==> src/rtl/timer_pkg.sv <==
//------------------------------------------------------------------------------
// timer_pkg
//
// Purpose : Shared definitions for the MM:SS countdown core: controller state
//           encoding, BCD field widths, digit positions inside the packed
//           {min_tens, min_ones, sec_tens, sec_ones} word, and the load
//           sanitising (clamp) function.
//
// Contents:
//   BCD_W, DISP_W    - width of one BCD digit / of the packed MM:SS word
//   MT, MO, ST, SO   - digit index of min_tens, min_ones, sec_tens, sec_ones
//   state_t          - IDLE / RUN / PAUSE / EXPIRED
//   clamp_digit()    - limit a single digit to a maximum value
//   sanitize_bcd()   - clamp every digit of a loaded MM:SS word
//------------------------------------------------------------------------------
package timer_pkg;

    localparam int BCD_W  = 4;
    localparam int DISP_W = 16;

    // Digit positions, counted from the least-significant nibble.
    localparam int SO = 0;
    localparam int ST = 1;
    localparam int MO = 2;
    localparam int MT = 3;

    // Largest legal value of each digit class.
    localparam logic [BCD_W-1:0] DIGIT_MAX_9 = 4'd9;
    localparam logic [BCD_W-1:0] DIGIT_MAX_5 = 4'd5;

    typedef enum logic [1:0] {
        IDLE    = 2'd0,
        RUN     = 2'd1,
        PAUSE   = 2'd2,
        EXPIRED = 2'd3
    } state_t;

    // Limit one BCD digit to max_d.
    function automatic logic [BCD_W-1:0] clamp_digit(
        input logic [BCD_W-1:0] d,
        input logic [BCD_W-1:0] max_d
    );
        return (d > max_d) ? max_d : d;
    endfunction

    // Make an arbitrary 16-bit word a legal MM:SS value: any digit above 9
    // becomes 9 and the seconds-tens digit is capped at 5 (e.g. AB7C -> 9959).
    function automatic logic [DISP_W-1:0] sanitize_bcd(
        input logic [DISP_W-1:0] v
    );
        logic [DISP_W-1:0] r;
        r = '0;
        for (int i = 0; i < 4; i++) begin
            r[i*BCD_W +: BCD_W] = clamp_digit(v[i*BCD_W +: BCD_W],
                                              (i == ST) ? DIGIT_MAX_5 : DIGIT_MAX_9);
        end
        return r;
    endfunction

endpackage

==> src/rtl/mmss_bcd_dec.sv <==
//------------------------------------------------------------------------------
// mmss_bcd_dec
//
// Purpose : Purely combinational one-second decrement of a packed BCD MM:SS
//           value. Borrows ripple sec_ones (0->9), sec_tens (0->5),
//           min_ones (0->9) into min_tens. An input of 00:00 is returned
//           unchanged, so the count can never wrap below zero.
//
// Ports:
//   i_bcd   [15:0] in   current MM:SS, {min_tens, min_ones, sec_tens, sec_ones}
//   o_bcd   [15:0] out  i_bcd minus one second (saturating at 00:00)
//   o_zero         out  o_bcd is 00:00
//------------------------------------------------------------------------------
module mmss_bcd_dec
    import timer_pkg::*;
(
    input  logic [DISP_W-1:0] i_bcd,
    output logic [DISP_W-1:0] o_bcd,
    output logic              o_zero
);

    logic               w_borrow;
    logic [BCD_W-1:0]   w_digit;

    // NOTE: combinational blocks use blocking '=' so each statement sees the
    // value produced by the one before it (the borrow ripples through the loop).
    always_comb begin
        // NOTE: every signal written here gets a default first; a path that
        // leaves one unassigned would make synthesis infer a latch.
        o_bcd    = i_bcd;
        w_borrow = (i_bcd != '0);
        w_digit  = '0;
        for (int i = 0; i < 4; i++) begin
            w_digit = i_bcd[i*BCD_W +: BCD_W];
            if (w_borrow) begin
                if (w_digit == '0) begin
                    // Digit underflows: reload with its maximum and keep borrowing.
                    o_bcd[i*BCD_W +: BCD_W] = (i == ST) ? DIGIT_MAX_5 : DIGIT_MAX_9;
                end else begin
                    o_bcd[i*BCD_W +: BCD_W] = w_digit - 4'd1;
                    w_borrow                = 1'b0;
                end
            end
        end
    end

    assign o_zero = (o_bcd == '0);

endmodule

==> src/rtl/countdown_timer.sv <==
//------------------------------------------------------------------------------
// countdown_timer
//
// Purpose : Programmable MM:SS countdown core. Counts tick_10ms enable pulses
//           into whole seconds and decrements a BCD MM:SS value while running.
//           Offers load / start / pause / clear control and reports expiry as a
//           one-cycle done pulse plus a sticky expired level. All outputs are
//           registered.
//
// Parameters:
//   TICKS_PER_SEC  tick_10ms pulses per displayed second
//   SUB_W          width of the sub-second counter (2**SUB_W >= TICKS_PER_SEC)
//
// Ports:
//   clk              in   system clock
//   reset            in   asynchronous, active-high reset
//   tick_10ms        in   one-cycle enable pulse from the clock divider
//   load             in   pulse: capture (sanitised) load_bcd
//   load_bcd  [15:0] in   {min_tens, min_ones, sec_tens, sec_ones} BCD
//   start            in   pulse: begin or resume counting
//   pause            in   pulse: suspend counting
//   clear            in   pulse: return to idle showing 00:00
//   disp_bcd  [15:0] out  current time, same packing as load_bcd
//   running          out  high while counting
//   done             out  one-cycle pulse on the edge the count reaches 00:00
//   expired          out  high after expiry until load or clear
//
// Event priority within one cycle: clear > load > pause > start > tick.
//------------------------------------------------------------------------------
module countdown_timer
    import timer_pkg::*;
#(
    parameter int TICKS_PER_SEC = 100,
    parameter int SUB_W         = 7
) (
    input  logic              clk,
    input  logic              reset,
    input  logic              tick_10ms,
    input  logic              load,
    input  logic [DISP_W-1:0] load_bcd,
    input  logic              start,
    input  logic              pause,
    input  logic              clear,
    output logic [DISP_W-1:0] disp_bcd,
    output logic              running,
    output logic              done,
    output logic              expired
);

    localparam logic [SUB_W-1:0] SUB_LAST = SUB_W'(TICKS_PER_SEC - 1);

    // Registered state
    state_t             r_state;
    logic [DISP_W-1:0]  r_disp;
    logic [SUB_W-1:0]   r_sub;
    logic               r_running;
    logic               r_done;
    logic               r_expired;

    // Next-state values
    state_t             w_state_nxt;
    logic [DISP_W-1:0]  w_disp_nxt;
    logic [SUB_W-1:0]   w_sub_nxt;
    logic               w_done_nxt;
    logic               w_running_nxt;
    logic               w_expired_nxt;

    // Decrementer results and helpers
    logic [DISP_W-1:0]  w_dec_bcd;
    logic               w_dec_zero;
    logic               w_disp_zero;
    logic [DISP_W-1:0]  w_load_val;

    mmss_bcd_dec u_dec (
        .i_bcd  (r_disp),
        .o_bcd  (w_dec_bcd),
        .o_zero (w_dec_zero)
    );

    assign w_disp_zero = (r_disp == '0);
    assign w_load_val  = sanitize_bcd(load_bcd);

    //--------------------------------------------------------------------------
    // Next-state / next-output logic
    //--------------------------------------------------------------------------
    always_comb begin
        w_state_nxt = r_state;
        w_disp_nxt  = r_disp;
        w_sub_nxt   = r_sub;
        w_done_nxt  = 1'b0;

        if (clear) begin
            w_state_nxt = IDLE;
            w_disp_nxt  = '0;
            w_sub_nxt   = '0;
        end else begin
            case (r_state)
                IDLE: begin
                    // Subcount is always zero here; a tick alongside start
                    // is deliberately not counted.
                    if (load) begin
                        w_disp_nxt = w_load_val;
                    end else if (start && !w_disp_zero) begin
                        w_state_nxt = RUN;
                    end
                end

                RUN: begin
                    // load and start have no effect while counting.
                    if (pause) begin
                        w_state_nxt = PAUSE;
                    end else if (tick_10ms) begin
                        if (r_sub == SUB_LAST) begin
                            w_sub_nxt  = '0;
                            w_disp_nxt = w_dec_bcd;
                            if (w_dec_zero) begin
                                w_state_nxt = EXPIRED;
                                w_done_nxt  = 1'b1;
                            end
                        end else begin
                            w_sub_nxt = r_sub + SUB_W'(1);
                        end
                    end
                end

                PAUSE: begin
                    if (load) begin
                        w_disp_nxt  = w_load_val;
                        w_sub_nxt   = '0;
                        w_state_nxt = IDLE;
                    end else if (start) begin
                        // Resume with the retained subcount; this cycle's tick
                        // is not counted.
                        w_state_nxt = RUN;
                    end
                end

                EXPIRED: begin
                    if (load) begin
                        w_disp_nxt  = w_load_val;
                        w_sub_nxt   = '0;
                        w_state_nxt = IDLE;
                    end
                end

                default: begin
                    w_state_nxt = IDLE;
                    w_disp_nxt  = '0;
                    w_sub_nxt   = '0;
                end
            endcase
        end

        // Status flags follow the state being entered so they are registered
        // alongside it.
        w_running_nxt = (w_state_nxt == RUN);
        w_expired_nxt = (w_state_nxt == EXPIRED);
    end

    //--------------------------------------------------------------------------
    // State and output registers
    //--------------------------------------------------------------------------
    // NOTE: sequential state uses non-blocking '<=' so every register samples
    // the pre-edge values, independent of statement order.
    always_ff @(posedge clk or posedge reset) begin
        if (reset) begin
            r_state   <= IDLE;
            r_disp    <= '0;
            r_sub     <= '0;
            r_running <= 1'b0;
            r_done    <= 1'b0;
            r_expired <= 1'b0;
        end else begin
            r_state   <= w_state_nxt;
            r_disp    <= w_disp_nxt;
            r_sub     <= w_sub_nxt;
            r_running <= w_running_nxt;
            r_done    <= w_done_nxt;
            r_expired <= w_expired_nxt;
        end
    end

    assign disp_bcd = r_disp;
    assign running  = r_running;
    assign done     = r_done;
    assign expired  = r_expired;

endmodule
==> config.mk <==
export PLATFORM = sky130hd
export DESIGN_NAME = countdown_timer
export DESIGN_NICKNAME = d
export VERILOG_FILES = /design/src/rtl/timer_pkg.sv /design/src/rtl/mmss_bcd_dec.sv /design/src/rtl/countdown_timer.sv
export SDC_FILE = /design/constraint.sdc
export NUM_CORES = 1
export LEC_CHECK = 0
export ABC_AREA = 0
export BUFFER_PORTS_ARGS = -buffer_cell sky130_fd_sc_hd__buf_2
export CAP_MARGIN = 20
export CELL_PAD_IN_SITES_DETAIL_PLACEMENT = 0
export CELL_PAD_IN_SITES_GLOBAL_PLACEMENT = 1
export CORE_MARGIN = 3
export CORE_UTILIZATION = 40
export DETAILED_ROUTE_END_ITERATION = 16
export PLACE_DENSITY = 0.85
export SETUP_SLACK_MARGIN = 0.15
export SYNTH_ARGS = -nofsm -noshare
export SYNTH_HDL_FRONTEND = slang
export SYNTH_SLANG_ARGS = --single-unit
==> constraint.sdc <==
create_clock -name clk -period 3 [get_ports clk]
set_input_delay 0 -clock clk [delete_from_list [all_inputs] [get_ports clk]]
set_output_delay 0 -clock clk [all_outputs]
set_load 0.01 [all_outputs]
* Word-level counts from Yosys, hierarchy flattened *
Index checks and enable logic that the tools add are counted.

word-level totals
  flip-flop bits (word level) = 28
  latch bits = 0
  memory bits (writable) = 0
  ROM bits = 0
  bits of input ports = 23
  memories = 0

cells by class
  add/sub/neg operators = 5
  multipliers = 0
  divide/modulo/power cells = 0
  magnitude comparators = 4
  eq/ne operators = 11
  shift-type cells = 0
  muxes and demuxes = 47
  bitwise operators = 0
  reductions and logical operators = 15

operators by type and width
  operator                                                                         count
  16-bit two-way mux                                                               5
  4-bit two-way mux                                                                12
  7-bit two-way mux                                                                5
  16-bit logical NOT                                                               2
  16-bit case mux with 2 select lines                                              1
  2-bit two-way mux                                                                10
  4-bit logical NOT                                                                4
  16-bit nonzero test                                                              1
  4-bit by 1-bit subtractor with 4-bit output, second input constant               4
  7-bit case mux with 2 select lines                                               1
  4-bit greater-than comparator, second input constant                             3
  1-bit two-way mux                                                                12
  3-bit inequality test, second input constant                                     3
  2-bit case mux with 4 select lines                                               1
  4-bit AND reduction                                                              2
  7-bit by 1-bit adder with 7-bit output, second input constant                    1
  7-bit equality test, second input constant                                       1
  2-bit equality test, second input constant                                       3
  3-bit by 1-bit inequality test with 1-bit output, second input constant          2
  2-bit by 1-bit equality test with 1-bit output, second input constant            2
  4-bit by 3-bit greater-than comparator with 1-bit output, second input constant  1
  3-bit nonzero test                                                               1
  3-bit OR reduction                                                               1
  2-bit logical NOT                                                                1
  3 further kinds                                                                  3

* Logic depth before layout (Yosys ltp) *
Gate-level depths: netlist of the first run.

  word-level depth = 14
  gate-level depth with buffers = 8
  gate-level depth less buffers = 7

* Cells and area by module *
Synthesis of the first run repeated with hierarchy kept, for this count alone.

second synthesis, totals
  cells, all modules = 219
  area, all modules = 1993.2 um^2

modules (own cells, without submodules)
  module           instances  cells an instance  area each (um^2)
  countdown_timer  1          147                1530.2
  mmss_bcd_dec     1          72                 462.9

* Least setup slack after synthesis of the first run *
No wires, ideal clock.

  path type = register to register
  start point = register r_disp[5] (netlist: disp_bcd[5])
  end point = register r_running (netlist: running)
  arrival time = 2.314 ns
  setup slack = 0.567 ns
  cell stages (with the launch flop) = 8
  path buffers = 1
  cell sequence = dfrtp_1 > buf_6 > or4_4 > or4_4 > mux2_4 > nor4_4 > a31oi_1 > and2_1

on the way
  word-level cells in the longest chain between the ends = 13
  elaborated cells between the ends (all ways) = 25
  classes of those cells = add/sub (1); eq/ne (1); mux (17); reduce/logical (6)

ends and longest elaborated chain
  element                                                   RTL line                                RTL
  start: declaration                                        countdown_timer.sv:54                   logic [DISP_W-1:0] r_disp;
  start signal: assignment                                  countdown_timer.sv:175                  r_disp <= w_disp_nxt;
  16-bit nonzero test or 4-bit logical NOT (tied branches)  mmss_bcd_dec.sv:31, mmss_bcd_dec.sv:36
  1-bit two-way mux, on equally long branches               mmss_bcd_dec.sv:35, mmss_bcd_dec.sv:36
  1-bit two-way mux (2 in a row)                            mmss_bcd_dec.sv:35                      if (w_borrow) begin
  4-bit two-way mux                                         mmss_bcd_dec.sv:35
  16-bit logical NOT                                        mmss_bcd_dec.sv:47                      assign o_zero = (o_bcd == '0);
  2-bit two-way mux                                         countdown_timer.sv:116                  if (w_dec_zero) begin
  2-bit two-way mux                                         countdown_timer.sv:113                  if (r_sub == SUB_LAST) begin
  2-bit two-way mux                                         countdown_timer.sv:112                  end else if (tick_10ms) begin
  2-bit two-way mux                                         countdown_timer.sv:110                  if (pause) begin
  2-bit case mux with 4 select lines (*)                    countdown_timer.sv:97                   case (r_state)
  2-bit two-way mux (*)                                     countdown_timer.sv:92                   if (clear) begin
  2-bit by 1-bit equality test with 1-bit output (*)        countdown_timer.sv:156                  w_running_nxt = (w_state_nxt == RUN);
  named net w_running_nxt                                   countdown_timer.sv:65                   logic w_running_nxt;
  end signal: assignment                                    countdown_timer.sv:177                  r_running <= w_running_nxt;
  end: declaration                                          countdown_timer.sv:56                   logic r_running;

The timed path passes the listed nets; every way through them passes the cells marked *.
A chain may end at the register's enable or synchronous reset.

* Final worst setup path of the first run *
  start point = register r_disp[0] (netlist: disp_bcd[0])
  end point = register r_running (netlist: running)

on the way
  word-level cells in the longest chain between the ends = 14
  elaborated cells between the ends (all ways) = 25
  classes of those cells = add/sub (1); eq/ne (1); mux (17); reduce/logical (6)

ends and longest elaborated chain
  element                                             RTL line                RTL
  4-bit logical NOT                                   mmss_bcd_dec.sv:36      if (w_digit == '0) begin
  1-bit two-way mux                                   mmss_bcd_dec.sv:36
  1-bit two-way mux (3 in a row)                      mmss_bcd_dec.sv:35
  4-bit two-way mux                                   mmss_bcd_dec.sv:35
  16-bit logical NOT                                  mmss_bcd_dec.sv:47
  2-bit two-way mux                                   countdown_timer.sv:116
  2-bit two-way mux                                   countdown_timer.sv:113
  2-bit two-way mux                                   countdown_timer.sv:112
  2-bit two-way mux                                   countdown_timer.sv:110
  2-bit case mux with 4 select lines (*)              countdown_timer.sv:97
  2-bit two-way mux (*)                               countdown_timer.sv:92
  2-bit by 1-bit equality test with 1-bit output (*)  countdown_timer.sv:156
  named net w_running_nxt                             countdown_timer.sv:65

Marked as above.

==> results of run 1 <==
-- what timing repair did --
action | in CTS | in global routing
hold buffers | 2 | 0
hold endpoints to repair | 30 | 0
gates resized for setup | 0 | 0
-- per-layer routing --
layer	up-vias	global-route usage, %
li1	911	-
met4	0	5.34
met3	4	2.84
met2	40	29.1
met1	886	26.0
met5	-	0
-- worst max-delay path: stages (launching register included) --
cell and delay [ns]:
dfrtp_1 0.45, or4_1 0.73, or4_4 0.49, mux2_4 0.33
nor4_4 0.17, a31oi_1 0.16, and2_1 0.19
-- final cells by class --
cell class	count	area [um^2]
inverters	7	26.3
multi-input cells	179	1060
flip-flops and latches	28	701
well taps	52	65.1
clock buffers	4	55.1
fillers	465	2280
repair buffers	47	255
-- power groups by stage --
stage	Clock, mW	Combinational [mW]	Sequential (mW)
floorplan	0	0.253	0.457
global placement	0	0.341	0.463
detailed placement	0	0.341	0.465
CTS	0.253	0.344	0.458
global route	0.267	0.383	0.467
finish	0.245	0.345	0.458
-- stage by stage --
stage	area, um^2	hold WS, ns
CTS	2170	0.0114
detailed placement	2090	0.0952
finish	2170	0.0161
floorplan	1870	0.0654
global placement	2090	0.0893
global route	2170	0.0462
-- final timing paths --
check	startpoint	end	slack [ns]	cells past startpoint
max	disp_bcd[0]	running	0.38	6
max in group asynchronous	reset	disp_bcd[11]	2.41	4
max reg2reg	disp_bcd[0]	running	0.38	6
min reg2reg	r_sub[1]	r_sub[1]	0.52	2
min in group asynchronous	reset	running	0.32	4
min	load_bcd[2]	disp_bcd[2]	0.02	3
-- kinds of logic after synthesis --
kind of cell               count (synthesis)  synth area share (%)
AOI/OAI and AO/OA                         71                  23.1
xor gates and xnor gates                   6                  2.81
adders and majority gates                  1                 0.669
buffers and inverters                     18                  5.69
DFF                                       28                  37.5
muxes                                      2                  1.34
and+or+nand+nor                           99                  28.9
-- Yosys cell counts, types with 3 or more instances --
cell and instances:
dfrtp_1 28, nor3_1 10, o31ai_1 6, nor4_1 6
clkbuf_1 6, a31oi_1 3, nor2b_1 5, o21ai_1 3
nand2_1 19, nor2_1 27, a21oi_1 18, o21ai_0 26
xor2_1 4, inv_1 7, nand3_1 5, or4_1 4
or2_2 3, nand2b_1 5
-- flip-flops by register name, summed over array words and instances, names as in the netlist --
name / flops
disp_bcd: 16
r_sub: 7
r_state: 2
done: 1
expired: 1
running: 1
==> impl_results.md, run 1 <==
* Outcome: completed
* CP required at between 3 and 4 ns
* Cell Area, Synth at 0.00187 mm^2
* Psw at 383 uW
* Root Buffer: clkbuf_8
* EDFF count, synth at 0
* Layout cells sized above 1 at between 20% and 30%
* Max-Cap Viols at 0
* Initial antenna violation count at 0
* M1 WL at 2.36 mm
* Max Slew Vio Count at 0
* Final period utilization at 87.3%
* Routed len/inst at roughly 15 um
* Vias in the first global route at roughly 1700
* GRT Total Usage at 18.4%
* Commonest non-fill, non-tap cell in the layout: buf_2
* Commonest cells after routing, fill and taps aside: buf_2, dfrtp_1, nor2_1, o21ai_0, nand2_1
* Via-to-Cell Ratio at 5.81
* Slew Limit Headroom at between 50% and 60%
* Largest net degree at the start of global routing at 29
* Post-route minimum period at about 2.6 ns
* I/O Pins at 42
* CP Capture Type: register
* Ant diodes at 0
* Initial Utilization at 42.1%
* Wire length on met2 at 2.23 mm
* Routed wire length at ~4.8 mm
* CTS Sinks at 28
* Antenna Nets Post-Route at 0
* Cells after synthesis at ~230
* Dpl ws at approximately 0.39 ns
* Main synth FF type: dfrtp_1
* P_leak at about 0.99 nW
* Post-Place Cells at 311
* Startpoint Class: register
* Class of the most critical setup path: reg -> reg
* Die area at about 0.0055 mm^2
* Num rows at 24
* CTS tree: built
* Final worst setup slack at 0.381 ns
* DRC viols at 0
* Synth cell types at 50
* NumNets Final at 290
* Vias at about 1800
* Synth Warn # at 0
* Highest routed layer: met4
* Sequential element share of the synthesized area at 37.5%
* Min-Delay Path Class: in -> reg
* Core ar. at 0.00444 mm^2
* Register bit total from synthesis at 28
* Area leader, netlist: dfrtp_1
* IO buf count at between 40 and 50
* Setup TNS at 0 ns
* Finished Core Util at around 49%
* Int Power at 665 uW
* Die Span Y at between 70 and 80 um
* Grt ovf at 0
* Worst Clk Skew at 0.00257 ns
* First-pass GRT wire length at 8.09 mm
* Setup Fix Bufs, Post-CTS at 0
* Register share of total power at 43.7%
* Final cell count without fillers at approximately 320
* H-Tree Depth at 1
* PwrDens at a little under 500 mW/mm^2
* Die W at approximately 74 um
* Routed wire length on met3 at 214 um
* RSZ-0062 raised after global routing: no
* Endpoints failing setup at 0
* VDD IR max at ~0.20 mV
* Hold Violations, Final at 0
* Reg clk slew, reported paths at roughly 0.10 ns
* Worst Path Arrival at about 2.8 ns
* DR iter-0 viols at between 100 and 150
* Comb power frac at about a third
* Dpl hpwl at between 3 and 4 mm
* Clock Power Share at between 20% and 30%
* CTS max path bufs at 2
* Total chip power at ~1.0 mW
* Routability cong. at slightly below 0.9
* Syn avg cell area at between 8 and 9 um^2
* CTS Buf Count at 3
* Clock Latency Late Sink at about 0.28 ns
* Synth async-reset ratio at between 90% and 100%
* Max FO, Critical Path at 11
* Area grow syn2layout at 15.8%
* Sw Share at ~37%
* Pre-antenna DRT Iters at 4
* Peak Freq at between 300 and 400 MHz
* Syn Nets at 249
* Worst-Margin Slew at roughly 0.7 ns
* Synth area leaders: dfrtp_1, o21ai_0, nor2_1
* Post-synth top area share at a little under two fifths
Power figures use the tool's default switching activity.
==> inputs of run 2 (changes only) <==
Settings changed: BUFFER_PORTS_ARGS -buffer_cell sky130_fd_sc_hd__buf_2 to -buffer_cell sky130_fd_sc_hd__buf_4, CORE_MARGIN 3 to unset.
==> impl_results.md, run 2 (synthesized netlist as in run 1, its figures left out) <==
* Largest register FFs at 16
* Hold Violations, Final at 0
* CTS max path bufs at 2
* Vias at 1827
* DR iter-0 viols at 130
* Max Slew Vio Count at 0
* First-pass GRT wire length at between 8 and 9 mm
* Area grow syn2layout at 24.4%
* Routed len/inst at approximately 15 um
* Pre-antenna DRT Iters at 4
* Slew Limit Headroom at between 60% and 70%
* Via-to-Cell Ratio at about 5.7
* Core ar. at ~0.0044 mm^2
* GRT Total Usage at 20.6%
* Die Span Y at approximately 70 um
* Worst-Margin Slew at 0.599 ns
* Endpoints failing setup at 0
* Peak Freq at around 380 MHz
* R2R cell count at 6
* CTS tree: built
* Post-route cell area at ~0.0023 mm^2
* Worst Clk Skew at ~0.0038 ns
* WHS at 0.0149 ns
* Commonest cells after routing, fill and taps aside: buf_4, dfrtp_1, nor2_1, o21ai_0, nand2_1
* IO buf count at 41
* Initial antenna violation count at 0
* Antenna Nets Post-Route at 0
* Class of the most critical setup path: reg -> reg
* Root Buffer: clkbuf_8
* CP endpoint: running
* Hold buffer count at CTS at 2
* Commonest non-fill, non-tap cell in the layout: buf_4
* P_leak at between 1 and 1.5 nW
* DRC viols at 0
* DP Area at about 0.0022 mm^2
* Reg clk slew, reported paths at around 0.1 ns
* Die area at 0.00495 mm^2
* Cts repair resizes at 0
* Die W at between 70 and 80 um
* Grt ovf at 0
* CTS Sinks at 28
* Setup Fix Bufs, Post-CTS at 0
* Reg2reg setup slack at about 0.37 ns
* Min-Delay Path Class: in -> reg
* Largest net degree at the start of global routing at 21
* Initial Utilization at 42.4%
* Worst Path Arrival at between 2 and 3 ns
* Startpoint Class: register
* Critical Path Start: disp_bcd[0]
* Dpl hpwl at about 3.6 mm
* Num rows at 24
* NumNets Final at 293
* RSZ-0062 raised after global routing: no
* CTS Buf Count at 3
* Finished Core Util at a little over half
* H-Tree Depth at 1
* Routed wire length at 4.89 mm
* Clock Latency Late Sink at 0.28 ns
* Setup TNS at 0 ns
* Worst r2r dst: running
* PwrDens at around 500 mW/mm^2
* Reg2reg start: disp_bcd[0]
* Vias in the first global route at ~1700
* VDD IR max at between 0.15 and 0.2 mV
* Layout cells sized above 1 at between 20% and 30%
* I/O Pins at between 40 and 50
* Routability cong. at 0.912
* Max FO, Critical Path at 11
* Ant diodes at 0
* Max-Cap Viols at 0
* Total chip power at 1.15 mW
* CP required at ~3.2 ns
* CP Capture Type: register
* Post-route minimum period at ~2.6 ns
* Final period utilization at about 88%
* Outcome: completed
[run 2: layout make-up]
class                      instances  area [um^2]
timing repair buffer              50          400
clock inverter                     1         30.0
clock buffer                       3         41.3
inverter                           7         26.3
multi-input combinational        179         1060
sequential                        28          701
tap                               52         65.1
fill                             419         2090
[run 2: where the power goes]
group          switching, mW  total [mW]  internal, mW
Sequential            0.0523       0.459         0.407
Combinational          0.209       0.385         0.176
Clock                  0.126       0.305         0.179
Total                  0.387        1.15         0.762
[run 2: how the worst min path moves through the flow]
stage                 startpoint      endpoint  slack (ns)  cells past startpoint
floorplan                  reset   disp_bcd[0]        0.07                      1
global placement           pause          done        0.20                      2
detailed placement         reset    r_state[0]        0.11                      2
CTS                  load_bcd[2]   disp_bcd[2]        0.01                      3
global route        load_bcd[14]  disp_bcd[14]        0.03                      3
finish               load_bcd[2]   disp_bcd[2]        0.01                      3
[run 2: metrics by stage]
stage          worst slack [ns]  cells
2_1_floorplan             0.567    225
3_3_place_gp              0.473    313
3_5_place_dp              0.386    314
4_1_cts                   0.371    320
5_1_grt                   0.211    320
6_report                  0.371    320
[run 2: per-layer routing]
metal | up-vias | track usage, % | share of wire [%]
li1 | 917 | - | -
met1 | 850 | 28.3 | 48
met2 | 55 | 32.5 | 45
met3 | 5 | 3.03 | 5.5
met4 | 0 | 8.22 | 1.5
met5 | - | 0 | 0
[run 2: worst max-delay path: stages (launching register included)]
cell	delay, ns
dfrtp_1	0.45
or4_1	0.74
or4_4	0.49
mux2_4	0.34
nor4_4	0.17
a31oi_1	0.16
and2_1	0.19
==> inputs of run 3 (changes only) <==
Settings changed: CORE_UTILIZATION 40 to 37, CTS_BUF_LIST set to sky130_fd_sc_hd__clkbuf_8, PLACE_DENSITY 0.85 to 0.83.
Clock period 3 ns to 2.3 ns, I/O delays scaled along.
==> impl_results.md, run 3 (synthesized netlist as in run 1, its figures left out) <==
* Outcome: finished, violations left
* Failing checks: negative setup slack
* Clock Latency Late Sink at approximately 0.28 ns
* Endpoints failing setup at 2
* Post-route cell area at between 0.002 and 0.003 mm^2
* Slew Limit Headroom at a little over three fifths
* PwrDens at 635 mW/mm^2
* Largest register FFs at 16
* CTS Sinks at 28
* Num rows at 25
* NumNets Final at approximately 320
* Antenna Nets Post-Route at 0
* Worst Path Arrival at between 2 and 3 ns
* GRT Total Usage at roughly a fifth
* R2R cell count at 6
* Routed wire length at 5.43 mm
* RSZ-0062 raised after global routing: yes
* Routed len/inst at roughly 15 um
* Grt ovf at 0
* Worst r2r dst: running
* DR iter-0 viols at roughly 110
* IO buf count at between 40 and 50
* DRC viols at 0
* Root Buffer: clkbuf_8
* DP Area at approximately 0.0024 mm^2
* Initial antenna violation count at 0
* Max Slew Vio Count at 0
* Ant diodes at 0
* Psw at about 570 uW
* VDD IR max at approximately 0.26 mV
* Vias in the first global route at approximately 1800
* Fill cells at 459
* Register share of total power at approximately 34%
* Die Span Y at between 70 and 80 um
* Hold EP: disp_bcd[14]
* Hold Crit Depth at 3
* Largest net degree at the start of global routing at 21
* Worst-Margin Slew at 0.548 ns
* Min-Delay Path Class: in -> reg
* Startpoint Class: register
* Class of the most critical setup path: reg -> reg
* H-Tree Depth at 1
* Hold Startpoint: load_bcd[14]
* Finished Core Util at between 50% and 60%
* Total chip power at ~1.7 mW
* First-pass GRT wire length at between 8 and 9 mm
* Vias at 1985
* Pre-antenna DRT Iters at 4
* CTS Buf Count at 3
* WHS at ~0.023 ns
* P_leak at between 1 and 1.5 nW
* Routability cong. at 0.858
* Layout cells sized above 1 at a little over a third
* Area grow syn2layout at 40.3%
* Reg2reg start: disp_bcd[5]
* CTS max path bufs at 2
* Seq. cell area at 703 um^2
* Max-Cap Viols at 0
* Final worst setup slack at -0.0213 ns
* Initial Utilization at between 30 and 40%
* Core ar. at between 0.004 and 0.005 mm^2
* Reg2reg setup slack at -0.02 ns
* CP Capture Type: register
* Sw Share at roughly a third
* Commonest cells after routing, fill and taps aside: buf_4, nor2_1, dfrtp_1, o21ai_0, nand2_1
* Dpl hpwl at about 4 mm
* I/O Pins at 42
* Comb power frac at between 40% and 50%
* Dpl ws at -0.0550 ns
* Die area at between 0.005 and 0.006 mm^2
* Post-route minimum period at 2.32 ns
* Via-to-Cell Ratio at around 5.5
* Max FO, Critical Path at 4
* Reg clk slew, reported paths at approximately 0.10 ns
* Die W at around 73 um
* Peak Freq at ~430 MHz
* Commonest non-fill, non-tap cell in the layout: buf_4
* Worst Clk Skew at just over 0.008 ns
* Clock Power Share at a little under a quarter
* Multi-input gate area at roughly 0.0012 mm^2
* CTS tree: built
* CP required at 2.48 ns
* Final period utilization at 101%
* Int Power at between 1 and 1.5 mW
* Hold Violations, Final at 0
run 3: cell types whose count changed in the layout (fill, tap and decap cells not counted), moves of 2 or more:
cell,before,now
a21oi_1,18,16
buf_6,0,3
dfrtp_2,0,2
buf_4,47,71
dfrtp_1,28,26
nor4_4,1,3
nor4_1,6,4
run 3: power groups by stage:
stage / registers, mW / logic [mW] / clock network, mW
floorplan: 0.596 / 0.330 / 0
global placement: 0.575 / 0.600 / 0
detailed placement: 0.576 / 0.604 / 0
CTS: 0.567 / 0.619 / 0.403
global route: 0.577 / 0.760 / 0.427
finish: 0.572 / 0.698 / 0.396
run 3: worst max-delay path by stage:
stage,cells past startpoint,endpoint,start
2_1_floorplan,7,running,disp_bcd[5]
3_3_place_gp,6,running,disp_bcd[0]
3_5_place_dp,6,running,disp_bcd[0]
4_1_cts,6,running,disp_bcd[3]
5_1_grt,6,running,disp_bcd[5]
6_report,6,running,disp_bcd[5]
run 3: per-stage QoR:
step	instances	setup TNS (ns)
floorplan	225	-0.0450
global placement	349	-0.0255
detailed placement	349	-0.0550
CTS	355	-0.0313
global route	361	-0.196
finish	361	-0.0378
run 3: final cells by class:
cell class	count	share of cell area, %
inverter	7	1.00
clock buffer	3	1.57
tap	67	3.20
multi-input combinational	179	43.9
clock inverter	1	1.14
sequential	28	26.8
timing repair buffer	76	22.4
run 3: routing by layer:
| metal | GRT usage, % | routed length, um | vias to the layer above |
|---|---|---|---|
| met2 | 33.1 | 2530 | 66 |
| met5 | 0 | 0 | - |
| met3 | 2.21 | 311 | 12 |
| met1 | 30.6 | 2500 | 942 |
| li1 | - | - | 965 |
| met4 | 5.88 | 93 | 0 |
run 3: critical path: stages, from the launching register on:
cell and delay (ns):
dfrtp_1 0.43, or4_4 0.55, or4_4 0.44, mux2_4 0.33, nor4_4 0.16, a31oi_2 0.14, and2_1 0.16
run 3: what timing repair did:
action / CTS / global route
hold buffers: 2 / 0
gates cloned: 0 / 0
endpoints found under the setup margin: 6 / 15
endpoints found under the hold margin: 15 / 0
pin swaps: 1 / 8
setup buffers: 0 / 6
gates resized for setup: 3 / 19
